==> config.mk <==
export PLATFORM = sky130hd
export DESIGN_NAME = lsu_ctrl_flat
export DESIGN_NICKNAME = d
export VERILOG_FILES = /design/src/rtl/lsu_if.sv /design/src/rtl/lsu_ctrl.sv /design/src/flat_wrapper.sv
export SDC_FILE = /design/constraint.sdc
export NUM_CORES = 1
export LEC_CHECK = 0
export CORE_MARGIN = 2
export CORE_UTILIZATION = 40
export CTS_CLUSTER_DIAMETER = 30
export DETAILED_ROUTE_END_ITERATION = 10
export PLACE_DENSITY = 0.68
export REMOVE_ABC_BUFFERS = 1
export SLEW_MARGIN = 0
export SYNTH_ARGS = -nofsm -noshare
export SYNTH_HDL_FRONTEND = slang
export SYNTH_SLANG_ARGS = --single-unit
==> constraint.sdc <==
create_clock -name clk -period 3.6 [get_ports clk]
set_clock_uncertainty 0.05 [all_clocks]
set_input_delay 0.54 -clock clk [delete_from_list [all_inputs] [get_ports clk]]
set_output_delay 0.54 -clock clk [all_outputs]
set_load 0.05 [all_outputs]
==> src/rtl/lsu_if.sv <==
// Request/response and data-memory signal bundle for the load/store unit.
// The LSU takes the slave side; the core/memory environment takes the master side.
interface lsu_if #(
    parameter int DW = 32,
    parameter int AW = 32
);
    logic          req_valid;
    logic          req_ready;
    logic          req_we;
    logic [2:0]    req_funct3;
    logic [AW-1:0] req_addr;
    logic [DW-1:0] req_wdata;
    logic          resp_valid;
    logic [DW-1:0] resp_rdata;
    logic          resp_fault;
    logic          mem_en;
    logic          mem_we;
    logic [3:0]    mem_be;
    logic [AW-1:0] mem_addr;
    logic [DW-1:0] mem_wdata;
    logic [DW-1:0] mem_rdata;

    modport slave (
        input  req_valid, req_we, req_funct3, req_addr, req_wdata,
        input  mem_rdata,
        output req_ready, resp_valid, resp_rdata, resp_fault,
        output mem_en, mem_we, mem_be, mem_addr, mem_wdata
    );

    modport master (
        output req_valid, req_we, req_funct3, req_addr, req_wdata,
        output mem_rdata,
        input  req_ready, resp_valid, resp_rdata, resp_fault,
        input  mem_en, mem_we, mem_be, mem_addr, mem_wdata
    );
endinterface

==> src/rtl/lsu_ctrl.sv <==
// Load/store unit: lane steering, byte enables, load extension and
// splitting of misaligned accesses into two aligned word accesses.
module lsu_ctrl #(
    parameter int DATA_WIDTH       = 32,
    parameter int ADDR_WIDTH       = 32,
    parameter bit ALLOW_MISALIGNED = 1'b1
) (
    input  logic  clk,
    input  logic  rst_n,
    lsu_if.slave  bus
);
    typedef enum logic [1:0] {IDLE, ACC1, ACC2, RESP} state_t;

    state_t                  state;
    state_t                  state_nx;
    logic                    we_q;
    logic [2:0]              f3_q;
    logic [ADDR_WIDTH-1:0]   addr_q;
    logic [DATA_WIDTH-1:0]   wdata_q;
    logic [DATA_WIDTH-1:0]   lo_q;
    logic [DATA_WIDTH-1:0]   hi_q;
    logic                    split_q;
    logic                    fault_q;

    logic                    accept;
    logic                    illegal;
    logic                    split_in;
    logic                    fault_in;
    logic [1:0]              o_in;
    logic [1:0]              o;
    logic [3:0]              be_base;
    logic [7:0]              be8;
    logic [DATA_WIDTH-1:0]   wmask;
    logic [2*DATA_WIDTH-1:0] wd64;
    logic [ADDR_WIDTH-3:0]   word_nx;
    logic [DATA_WIDTH-1:0]   ext;
    logic [DATA_WIDTH-1:0]   ld;

    assign accept        = bus.req_valid && (state == IDLE);
    assign bus.req_ready = (state == IDLE);

    // Request classification on the incoming (not yet latched) request
    always_comb begin
        o_in     = bus.req_addr[1:0];
        illegal  = (bus.req_funct3[1:0] == 2'b11)
                || (bus.req_funct3[2] && (bus.req_we || bus.req_funct3[1]));
        split_in = ((bus.req_funct3[1:0] == 2'b01) && (o_in == 2'd3))
                || ((bus.req_funct3[1:0] == 2'b10) && (o_in != 2'd0));
        fault_in = illegal || (split_in && !ALLOW_MISALIGNED);
    end

    always_comb begin
        state_nx = state;
        case (state)
            IDLE:    if (accept) state_nx = fault_in ? RESP : ACC1;
            ACC1:    state_nx = split_q ? ACC2 : RESP;
            ACC2:    state_nx = RESP;
            RESP:    state_nx = IDLE;
            default: state_nx = IDLE;
        endcase
    end

    // Lane steering: bits beyond lane 3 spill into the second access
    always_comb begin
        o = addr_q[1:0];
        unique case (1'b1)
            f3_q[1:0] == 2'b00: be_base = 4'b0001;
            f3_q[1:0] == 2'b01: be_base = 4'b0011;
            default:            be_base = 4'b1111;
        endcase
        unique case (1'b1)
            f3_q[1:0] == 2'b00: wmask = {24'b0, wdata_q[7:0]};
            f3_q[1:0] == 2'b01: wmask = {16'b0, wdata_q[15:0]};
            default:            wmask = wdata_q;
        endcase
        be8     = {4'b0, be_base} << o;
        wd64    = {{DATA_WIDTH{1'b0}}, wmask} << {o, 3'b000};
        word_nx = addr_q[ADDR_WIDTH-1:2]
                + {{(ADDR_WIDTH-3){1'b0}}, 1'b1};
    end

    always_comb begin
        bus.mem_en    = 1'b0;
        bus.mem_we    = 1'b0;
        bus.mem_be    = 4'b0;
        bus.mem_addr  = '0;
        bus.mem_wdata = '0;
        case (state)
            ACC1: begin
                bus.mem_en    = 1'b1;
                bus.mem_we    = we_q;
                bus.mem_be    = be8[3:0];
                bus.mem_addr  = {addr_q[ADDR_WIDTH-1:2], 2'b00};
                bus.mem_wdata = wd64[DATA_WIDTH-1:0];
            end
            ACC2: begin
                bus.mem_en    = 1'b1;
                bus.mem_we    = we_q;
                bus.mem_be    = be8[7:4];
                bus.mem_addr  = {word_nx, 2'b00};
                bus.mem_wdata = wd64[2*DATA_WIDTH-1:DATA_WIDTH];
            end
            default: ;
        endcase
    end

    always_comb begin
        ext = DATA_WIDTH'({hi_q, lo_q} >> {o, 3'b000});
        unique case (1'b1)
            f3_q == 3'b000: ld = {{24{ext[7]}}, ext[7:0]};
            f3_q == 3'b001: ld = {{16{ext[15]}}, ext[15:0]};
            f3_q == 3'b100: ld = {24'b0, ext[7:0]};
            f3_q == 3'b101: ld = {16'b0, ext[15:0]};
            default:        ld = ext;
        endcase
        bus.resp_valid = (state == RESP);
        bus.resp_fault = (state == RESP) && fault_q;
        bus.resp_rdata = ((state == RESP) && !we_q && !fault_q) ? ld : '0;
    end

    always_ff @(posedge clk) begin
        if (!rst_n) begin
            state   <= IDLE;
            we_q    <= 1'b0;
            f3_q    <= 3'b0;
            addr_q  <= '0;
            wdata_q <= '0;
            lo_q    <= '0;
            hi_q    <= '0;
            split_q <= 1'b0;
            fault_q <= 1'b0;
        end else begin
            state <= state_nx;
            if (accept) begin
                we_q    <= bus.req_we;
                f3_q    <= bus.req_funct3;
                addr_q  <= bus.req_addr;
                wdata_q <= bus.req_wdata;
                split_q <= split_in;
                fault_q <= fault_in;
                lo_q    <= '0;
                hi_q    <= '0;
            end
            if (state == ACC1 && !we_q) lo_q <= bus.mem_rdata;
            if (state == ACC2 && !we_q) hi_q <= bus.mem_rdata;
        end
    end
endmodule

==> src/flat_wrapper.sv <==
// flat-port wrapper written by rule: the top's interface ports become plain ports
module lsu_ctrl_flat 
#(
    parameter int DATA_WIDTH       = 32,
    parameter int ADDR_WIDTH       = 32,
    parameter bit ALLOW_MISALIGNED = 1'b1
)
  (clk, rst_n, bus_req_valid, bus_req_we, bus_req_funct3, bus_req_addr, bus_req_wdata, bus_mem_rdata, bus_req_ready, bus_resp_valid, bus_resp_rdata, bus_resp_fault, bus_mem_en, bus_mem_we, bus_mem_be, bus_mem_addr, bus_mem_wdata);
  lsu_if #(.DW(32), .AW(32)) bus_i ();
  input  logic clk;
  input  logic rst_n;
  input wire logic [$bits(bus_i.req_valid)-1:0] bus_req_valid;
  input wire logic [$bits(bus_i.req_we)-1:0] bus_req_we;
  input wire logic [$bits(bus_i.req_funct3)-1:0] bus_req_funct3;
  input wire logic [$bits(bus_i.req_addr)-1:0] bus_req_addr;
  input wire logic [$bits(bus_i.req_wdata)-1:0] bus_req_wdata;
  input wire logic [$bits(bus_i.mem_rdata)-1:0] bus_mem_rdata;
  output wire logic [$bits(bus_i.req_ready)-1:0] bus_req_ready;
  output wire logic [$bits(bus_i.resp_valid)-1:0] bus_resp_valid;
  output wire logic [$bits(bus_i.resp_rdata)-1:0] bus_resp_rdata;
  output wire logic [$bits(bus_i.resp_fault)-1:0] bus_resp_fault;
  output wire logic [$bits(bus_i.mem_en)-1:0] bus_mem_en;
  output wire logic [$bits(bus_i.mem_we)-1:0] bus_mem_we;
  output wire logic [$bits(bus_i.mem_be)-1:0] bus_mem_be;
  output wire logic [$bits(bus_i.mem_addr)-1:0] bus_mem_addr;
  output wire logic [$bits(bus_i.mem_wdata)-1:0] bus_mem_wdata;
  assign bus_i.req_valid = bus_req_valid;
  assign bus_i.req_we = bus_req_we;
  assign bus_i.req_funct3 = bus_req_funct3;
  assign bus_i.req_addr = bus_req_addr;
  assign bus_i.req_wdata = bus_req_wdata;
  assign bus_i.mem_rdata = bus_mem_rdata;
  assign bus_req_ready = bus_i.req_ready;
  assign bus_resp_valid = bus_i.resp_valid;
  assign bus_resp_rdata = bus_i.resp_rdata;
  assign bus_resp_fault = bus_i.resp_fault;
  assign bus_mem_en = bus_i.mem_en;
  assign bus_mem_we = bus_i.mem_we;
  assign bus_mem_be = bus_i.mem_be;
  assign bus_mem_addr = bus_i.mem_addr;
  assign bus_mem_wdata = bus_i.mem_wdata;
  lsu_ctrl #(.DATA_WIDTH(DATA_WIDTH), .ADDR_WIDTH(ADDR_WIDTH), .ALLOW_MISALIGNED(ALLOW_MISALIGNED)) u_core (.clk(clk), .rst_n(rst_n), .bus(bus_i));
endmodule
* Word-level counts from Yosys, hierarchy flattened
Index checks and enable logic that the tools add are counted.
Word-level totals: register bits after elaboration 136, input bits 103, output and inout bits 105, logic and storage cells 62
Cells by class: add/sub/neg operators 1, equal/unequal tests 12, shift operators 3, muxes and demuxes 16, reduce and logical (&&, ||, !) cells 21
Operator list (count):
- case mux 32 bit (2 select lines) | 3
- 2-to-1 mux 32 bit | 4
- case mux 32 bit (4 select lines) | 1
- left shift 32 x 5 -> 64 bit | 1
- >> shifter 64 x 5 -> 32 bit | 1
- adder 30 x 1 -> 30 bit (second input constant) | 1
- case mux 4 bit (2 select lines) | 2
- == test 2 bit (second input constant) | 5
- logical AND 1 bit | 9
- case mux 2 bit (4 select lines) | 1
- left shift 4 x 2 -> 8 bit | 1
- == test 2 x 1 -> 1 bit (second input constant) | 3
- == test 3 bit (second input constant) | 2
- nonzero test 2 bit | 3
- logical NOT 2 bit | 2
- 2-to-1 mux 2 bit | 2
- == test 3 x 1 -> 1 bit (second input constant) | 1
- logical NOT 3 bit | 1
- logical OR 1 bit | 3
- 2-to-1 mux 1 bit | 3
- logical NOT 1 bit | 2
- inequality test 2 x 1 -> 1 bit (second input constant) | 1
- OR reduction 2 bit | 1

* Depth between registers and ports, before layout
depth after elaboration 6, depth in mapped cells 9, depth with buffers taken out 6

* Worst setup path after synthesis
No wires, ideal clock.
path kind reg2out, from reg u_core.state[0], to out bus_mem_addr[23], arrival time 3.355 ns, data required time 3.010 ns, setup slack -0.345 ns, stages on the path, launching flop included 8, path buffers 3, path through dfxtp_1 > inv_1 > ha_1 > buf_2 > nand2_1 > buf_2 > buf_2 > o41ai_1
Between the ends: longest elaborated chain between the ends 2, elaborated cells on any way between the ends 3, classes of those cells 2 x eq/ne; 1 x mux
Ends and longest elaborated chain:
- start: declaration | line lsu_ctrl.sv:14 | state_t state;
- start signal: assignment | line lsu_ctrl.sv:133 | state <= state_nx;
- == test 2 bit / == test 2 x 1 -> 1 bit (equally long branches) | line lsu_ctrl.sv:88 | case (state)
- case mux 32 bit (2 select lines) * | line lsu_ctrl.sv:88
- end: declaration | line flat_wrapper.sv:25 | output wire logic [$bits(bus_i.mem_addr)-1:0] bus_mem_addr;
Mark *: on every way between the ends. The rest lies on a longest branch, timed or not.

* Worst setup path after layout
from reg u_core.addr_q[1], to out bus_resp_rdata[2]
Between the ends: longest elaborated chain between the ends 3
Ends and longest elaborated chain:
- start: declaration | line lsu_ctrl.sv:18 | logic [ADDR_WIDTH-1:0] addr_q;
- start signal: assignment | line lsu_ctrl.sv:137 | addr_q <= bus.req_addr;
- >> shifter 64 x 5 -> 32 bit | line lsu_ctrl.sv:108 | ext = DATA_WIDTH'({hi_q, lo_q} >> {o, 3'b000});
- case mux 32 bit (4 select lines) | line lsu_ctrl.sv:109 | unique case (1'b1)
- 2-to-1 mux 32 bit | line lsu_ctrl.sv:118 | bus.resp_rdata = ((state == RESP) && !we_q && !fault_q) ? ld : '0;
- end: declaration | line flat_wrapper.sv:20 | output wire logic [$bits(bus_i.resp_rdata)-1:0] bus_resp_rdata;
Every way passes these cells.

==> flow_metrics.env <==
export IMPL_outcome="completed"
export IMPL_htree_levels=4
export IMPL_ant_nets=0
export IMPL_placed_area_um2=10300
export IMPL_cts_setup_buffers=0
export IMPL_nets=1312
export IMPL_clock_sinks=128
export IMPL_clkLatencyLatePin_ps=410
export IMPL_combPwrFrac=0.407
export IMPL_synth_area_per_cell_um2=7.312
export IMPL_clockBufferDepth=2
export IMPL_worst_setup_path_start_kind="flip-flop"
export IMPL_drc=0
export IMPL_finalSetupViolCount=0
export IMPL_hpwlAfterDp_um=17770
export IMPL_synth_async_reset_ratio=0
export IMPL_drt_pass1_iterations=5
export IMPL_fin_crit_sh=0.9292
export IMPL_synth_most_common_cell="nand2_1"
export IMPL_placedCellCount=1419
export IMPL_area_growth_pct=42.41
export IMPL_ys_seq_area_frac=0.3338
export IMPL_dp_slack_ps=731.5
export IMPL_switching_power_mw=2.614
export IMPL_dieWidth_um=142.5
export IMPL_diodes=0
export IMPL_synth_seq_cells=128
export IMPL_vias=8246
export IMPL_drt_iter0_markers=567
export IMPL_antenna_found_initial=0
export IMPL_min_to="u_core.fault_q"
export IMPL_yosysTopAreaCell="dfxtp_1"
export IMPL_tightest_slew_ps=698.6
export IMPL_synth_top_cell_area_share=0.3338
export IMPL_p_seq_frac=0.310
export IMPL_yosysUniqueCellTypes=65
export IMPL_p_int_mw=3.881
export IMPL_synthFlopType="dfxtp_1"
export IMPL_grt_pass1_vias=7825
export IMPL_routed_wirelength_um=25790
export IMPL_cts_tree="done"
export IMPL_hold_viol=0
export IMPL_r2r_slack_ps=1130
export IMPL_r2r_start="u_core.state[0]"
export IMPL_crit_fanout=48
export IMPL_ir_drop_mv=0.3764
export IMPL_die_area_um2=20320
export IMPL_p_clk_frac=0.283
export IMPL_hold_start="u_core.fault_q"
export IMPL_slew_violations=0
export IMPL_routed_via_density=5.683
export IMPL_cts_hold_buf=0
export IMPL_die_height_um=142.5
export IMPL_cts_root_buf="clkbuf_16"
export IMPL_min_delay_path_depth=2
export IMPL_track_usage=0.2517
export IMPL_sw_frac_of_total=0.4025
export IMPL_synth_cells=1050
export IMPL_wl_per_cell_um=17.77
export IMPL_syn_area_um2=7677
export IMPL_crit_required_ps=3010
export IMPL_rows=50
export IMPL_hold_class="reg2reg"
export IMPL_ios=208
export IMPL_rr_endpoint="u_core.hi_q[10]"
export IMPL_fin_area_um2=10930
export IMPL_power_mw=6.495
export IMPL_fillerInstances=1697
export IMPL_routabilityCongestion=0.9280
export IMPL_p_leak_nw=3.912
export IMPL_drive_gt1_frac=0.1520
export IMPL_cp_data_arrival_time_ps=2760
export IMPL_grt_pass1_wl_um=40900
export IMPL_layout_min_cycle_time_ps=3345
export IMPL_fmax_ghz=0.2989
export IMPL_relSlewSlack=0.5343
export IMPL_synth_edf_count=0
export IMPL_maxCapViolations=0
export IMPL_final_cells=1451
export IMPL_yosysWarningCount=0
export IMPL_grt_start_max_net_pins=105
export IMPL_multi_input_area_um2=4653
export IMPL_clk_transition_reported_paths_ps=60
export IMPL_seq_area_um2=2570
export IMPL_path_class="reg2out"
export IMPL_ys_top_cells_by_count="nand2_1 (220), dfxtp_1 (128), a21oi_1 (107)"
export IMPL_cts_buffers=17
export IMPL_critPathCaptureType="output pin"
export IMPL_synth_area_leaders="dfxtp_1 (33%), nand2_1 (11%), a21oi_1 (7.0%), mux2i_1 (6.4%), a22oi_1 (6.4%)"
export IMPL_ctsResizeCount=0
export IMPL_portBuffers=205
export IMPL_grt_overflow=0
export IMPL_design_core_area_um2=18770
export IMPL_start_util=0.4091
export IMPL_setup_ws_ps=254.7
export IMPL_rsz0062_at_grt="no"
export IMPL_power_per_cell_area_nw_per_um2=594.1
export IMPL_reg2reg_depth=9
[layout by cell type (no fill, tap or decap), types with 8 or more instances in the layout]
cell type | Yosys | routed
buf_4 | 8 | 56
clkbuf_16 | 0 | 18
a21oi_1 | 107 | 107
nor2_1 | 89 | 88
nand2_1 | 220 | 219
nand3_1 | 20 | 20
nor3_1 | 18 | 18
dfxtp_1 | 128 | 126
o2bb2ai_1 | 8 | 8
and2_1 | 11 | 10
a22oi_1 | 65 | 65
nor2b_1 | 12 | 10
buf_12 | 0 | 57
mux2_2 | 18 | 18
o21ai_0 | 68 | 68
o211ai_1 | 13 | 13
a31oi_1 | 18 | 18
clkdlybuf4s50_1 | 0 | 119
mux2i_1 | 49 | 49
nand4_1 | 9 | 9
[registers in the layout, indices dropped and copies added (netlist names)]
signal	flops
u_core.addr_q	32
u_core.wdata_q	32
u_core.f3_q	3
u_core.fault_q	1
u_core.we_q	1
u_core.hi_q	24
u_core.state	2
u_core.split_q	1
u_core.lo_q	32
[kinds of logic (layout without fill, tap and decap cells)]
logic type,Yosys count,after routing,synth area share
AND/OR/NAND/NOR,422,422,0.2453
AO/OA/AOI/OAI,317,317,0.2557
flip-flops,128,128,0.3338
buffers and inverters,107,273,0.06209
multiplexers,68,68,0.09224
adder cells (fa/ha/maj),5,5,0.008149
XOR/XNOR,2,2,0.002282
other,1,2,0.0004884
[metal layers]
| layer | track usage | vias to the layer above | wire length [µm] |
|---|---|---|---|
| li1 | - | 4032 | - |
| met4 | 0.08911 | 0 | 493 |
| met2 | 0.4059 | 359 | 11860 |
| met1 | 0.3316 | 3821 | 11170 |
| met3 | 0.05552 | 34 | 2258 |
| met5 | 0 | - | 0 |
[worst max-delay path by stage]
stage / cells past startpoint / slack (ps) / from / endpoint
4_1_cts: 4 / 230 / u_core.addr_q[1] / bus_resp_rdata[2]
5_1_grt: 6 / 110 / u_core.addr_q[1] / bus_mem_wdata[3]
3_3_place_gp: 4 / 760 / u_core.addr_q[1] / bus_resp_rdata[6]
3_5_place_dp: 4 / 730 / u_core.addr_q[1] / bus_resp_rdata[6]
6_report: 4 / 250 / u_core.addr_q[1] / bus_resp_rdata[2]
2_1_floorplan: 4 / -1070 / u_core.addr_q[0] / bus_mem_wdata[0]
[final cells by class]
cell class                 count  area share
clock buffer                  24     0.04601
multi-input combinational    816      0.4256
timing repair buffer         232      0.2518
sequential                   128      0.2351
clock inverter                 8     0.01144
inverter                       9    0.003319
tap                          234     0.02678
[metrics by stage]
step | TNS (ps) | utilization | hold WS, ps
after detailed placement | 0 | 0.5491 | 417.5
after global routing | 0 | 0.5825 | 453.0
after floorplan | -48780 | - | 395.1
after CTS | 0 | 0.5825 | 425.4
final | 0 | 0.5825 | 426.6
after global placement | 0 | 0.5491 | 404.4
[critical path, stage by stage (launching register included)]
cell,delay (ps)
dfxtp_4,790
mux2i_1,160
or2_2,300
a21oi_1,200
clkdlybuf4s50_1,860
[power by group through the flow]
stage	clock network, mW	logic [mW]	registers (mW)
global route	1.93	2.90	2.05
detailed placement	0	2.64	2.03
floorplan	0	1.61	1.97
CTS	1.86	2.66	2.00
finish	1.84	2.65	2.01
global placement	0	2.63	2.02
Power figures use the tool's default switching activity.
==> edit, RTL diff (same settings) <==
`ALLOW_MISALIGNED` is set to 1'b1 in 2 places; all go to 1'b0.
--- a/src/rtl/lsu_ctrl.sv
+++ b/src/rtl/lsu_ctrl.sv
@@ -5,3 +5,3 @@
     parameter int ADDR_WIDTH       = 32,
-    parameter bit ALLOW_MISALIGNED = 1'b1
+    parameter bit ALLOW_MISALIGNED = 1'b0
 ) (
--- a/src/flat_wrapper.sv
+++ b/src/flat_wrapper.sv
@@ -5,3 +5,3 @@
     parameter int ADDR_WIDTH       = 32,
-    parameter bit ALLOW_MISALIGNED = 1'b1
+    parameter bit ALLOW_MISALIGNED = 1'b0
 )
Behaviour: not the same (Yosys sat finds a counterexample within 4 cycles, from zero or initial values and one cycle with rst_n low).
==> edit against the original RTL <==
- wire length decreased by 1.1%
- core utilization increased by 0.33 points
- area after synthesis increased by 2.8%
- cell area up 3.9%
- hold slack gained 1.9 ps
- setup slack worse by 83 ps
- sequential cell count did not move
- via count is 1.9% lower
- sequential share of layout area shrank 0.89 points
- total power about the same
- clock power is 2% lower
- critical endpoint is now bus_mem_wdata[17]
- highest routed layer unchanged
==> edit: results <==
[setup_path]
r2r_slack_ps = 1200
cp_top_family = "simple AND/OR/NAND/NOR gates"
r2r-end = "u_core.hi_q[0]$_SDFFE_PN0P_"
crit_path_max_fanout = 13
critPathArrivalTime_ps = 2840
setup.worst_path.start = "u_core.state[1]$_SDFFE_PN0P_"
critPathCapture = "bus_mem_wdata[17]"
cp_slowest_cell = "o21ai_0"
worst_path_largest_cell_delay_ps = 430

[global_routing]
grt_pass1_wl_um = 39600
grt_max_degree = 71
grt_util_all_layers_pct = 24.2
met1_usage_pct = 32.0
grt_pass1_vias = 7524
grtUsageMet2_pct = 38.6
antenna_found_initial = 1

[finish]
instances_no_fill = 1478
drive_above_1_share_pct = 16.4
fill_cells = 1747
nets = 1307

[power]
p_leak_uw = 0.00397
ir_worst_vdd_mv = 0.344

[logic_synthesis]
netlist_instances = 1044
synth_commonest_cells = "nand2_1, dfxtp_1, o21ai_0"
synth_cell_types = 62
yosys_warnings = 0
synthAdderAreaFrac_pct = 0.793
synth_xor_area_share_pct = 0.555
synth_mux_area_share_pct = 8.39
synthTopCellsByArea = "dfxtp_1, nand2_1, a21boi_0"
yosysSeqAreaShare_pct = 32.5

[placement]
placed_cells = 1445
gp_congestion = 0.844
dpl_cell_area_mm2 = 0.0108
dp_hpwl_um = 17400
place_ws_ps = 626

[min_path]
min-delay-start = "u_core.addr_q[9]$_SDFFE_PN0P_"

[detailed_routing]
routedWlPerCell_um = 17.3
drt_iter0_drc = 622
wl_met1_um = 11200
wl_met3_um = 2320
wl_met2_um = 11600

[sta]
worst_slack_ps = 171
holdWs_ps = 428
slew_headroom_pct = 19.6

[run_status]
outcome = "finished clean"
edit: cell types whose count changed after synthesis, sizes merged, moves of 9 or more:
cell	unedited run	this run
a21boi	4	69
a21oi	107	49
a31oi	18	4
buf	40	25
clkbuf	58	67
mux2	19	31
mux2i	49	29
nand2	221	235
nor2	89	50
nor2b	12	65
nor3	19	4
edit: cell type report:
cell class | count | area [µm²] | share of cell area (%)
antenna | 1 | 2.50 | 0.0220
clock buffer | 18 | 429 | 3.78
multi-input combinational | 815 | 4900 | 43.1
sequential | 128 | 2570 | 22.6
clock inverter | 14 | 181 | 1.60
inverter | 10 | 37.5 | 0.330
timing repair buffer | 227 | 2910 | 25.6
tap | 265 | 332 | 2.92
edit: power by group:
| group | total, µW | switching [µW] | internal, µW |
|---|---|---|---|
| registers | 2020 | 322 | 1700 |
| clock network | 1800 | 704 | 1100 |
| logic | 2670 | 1650 | 1020 |
| total | 6490 | 2680 | 3810 |
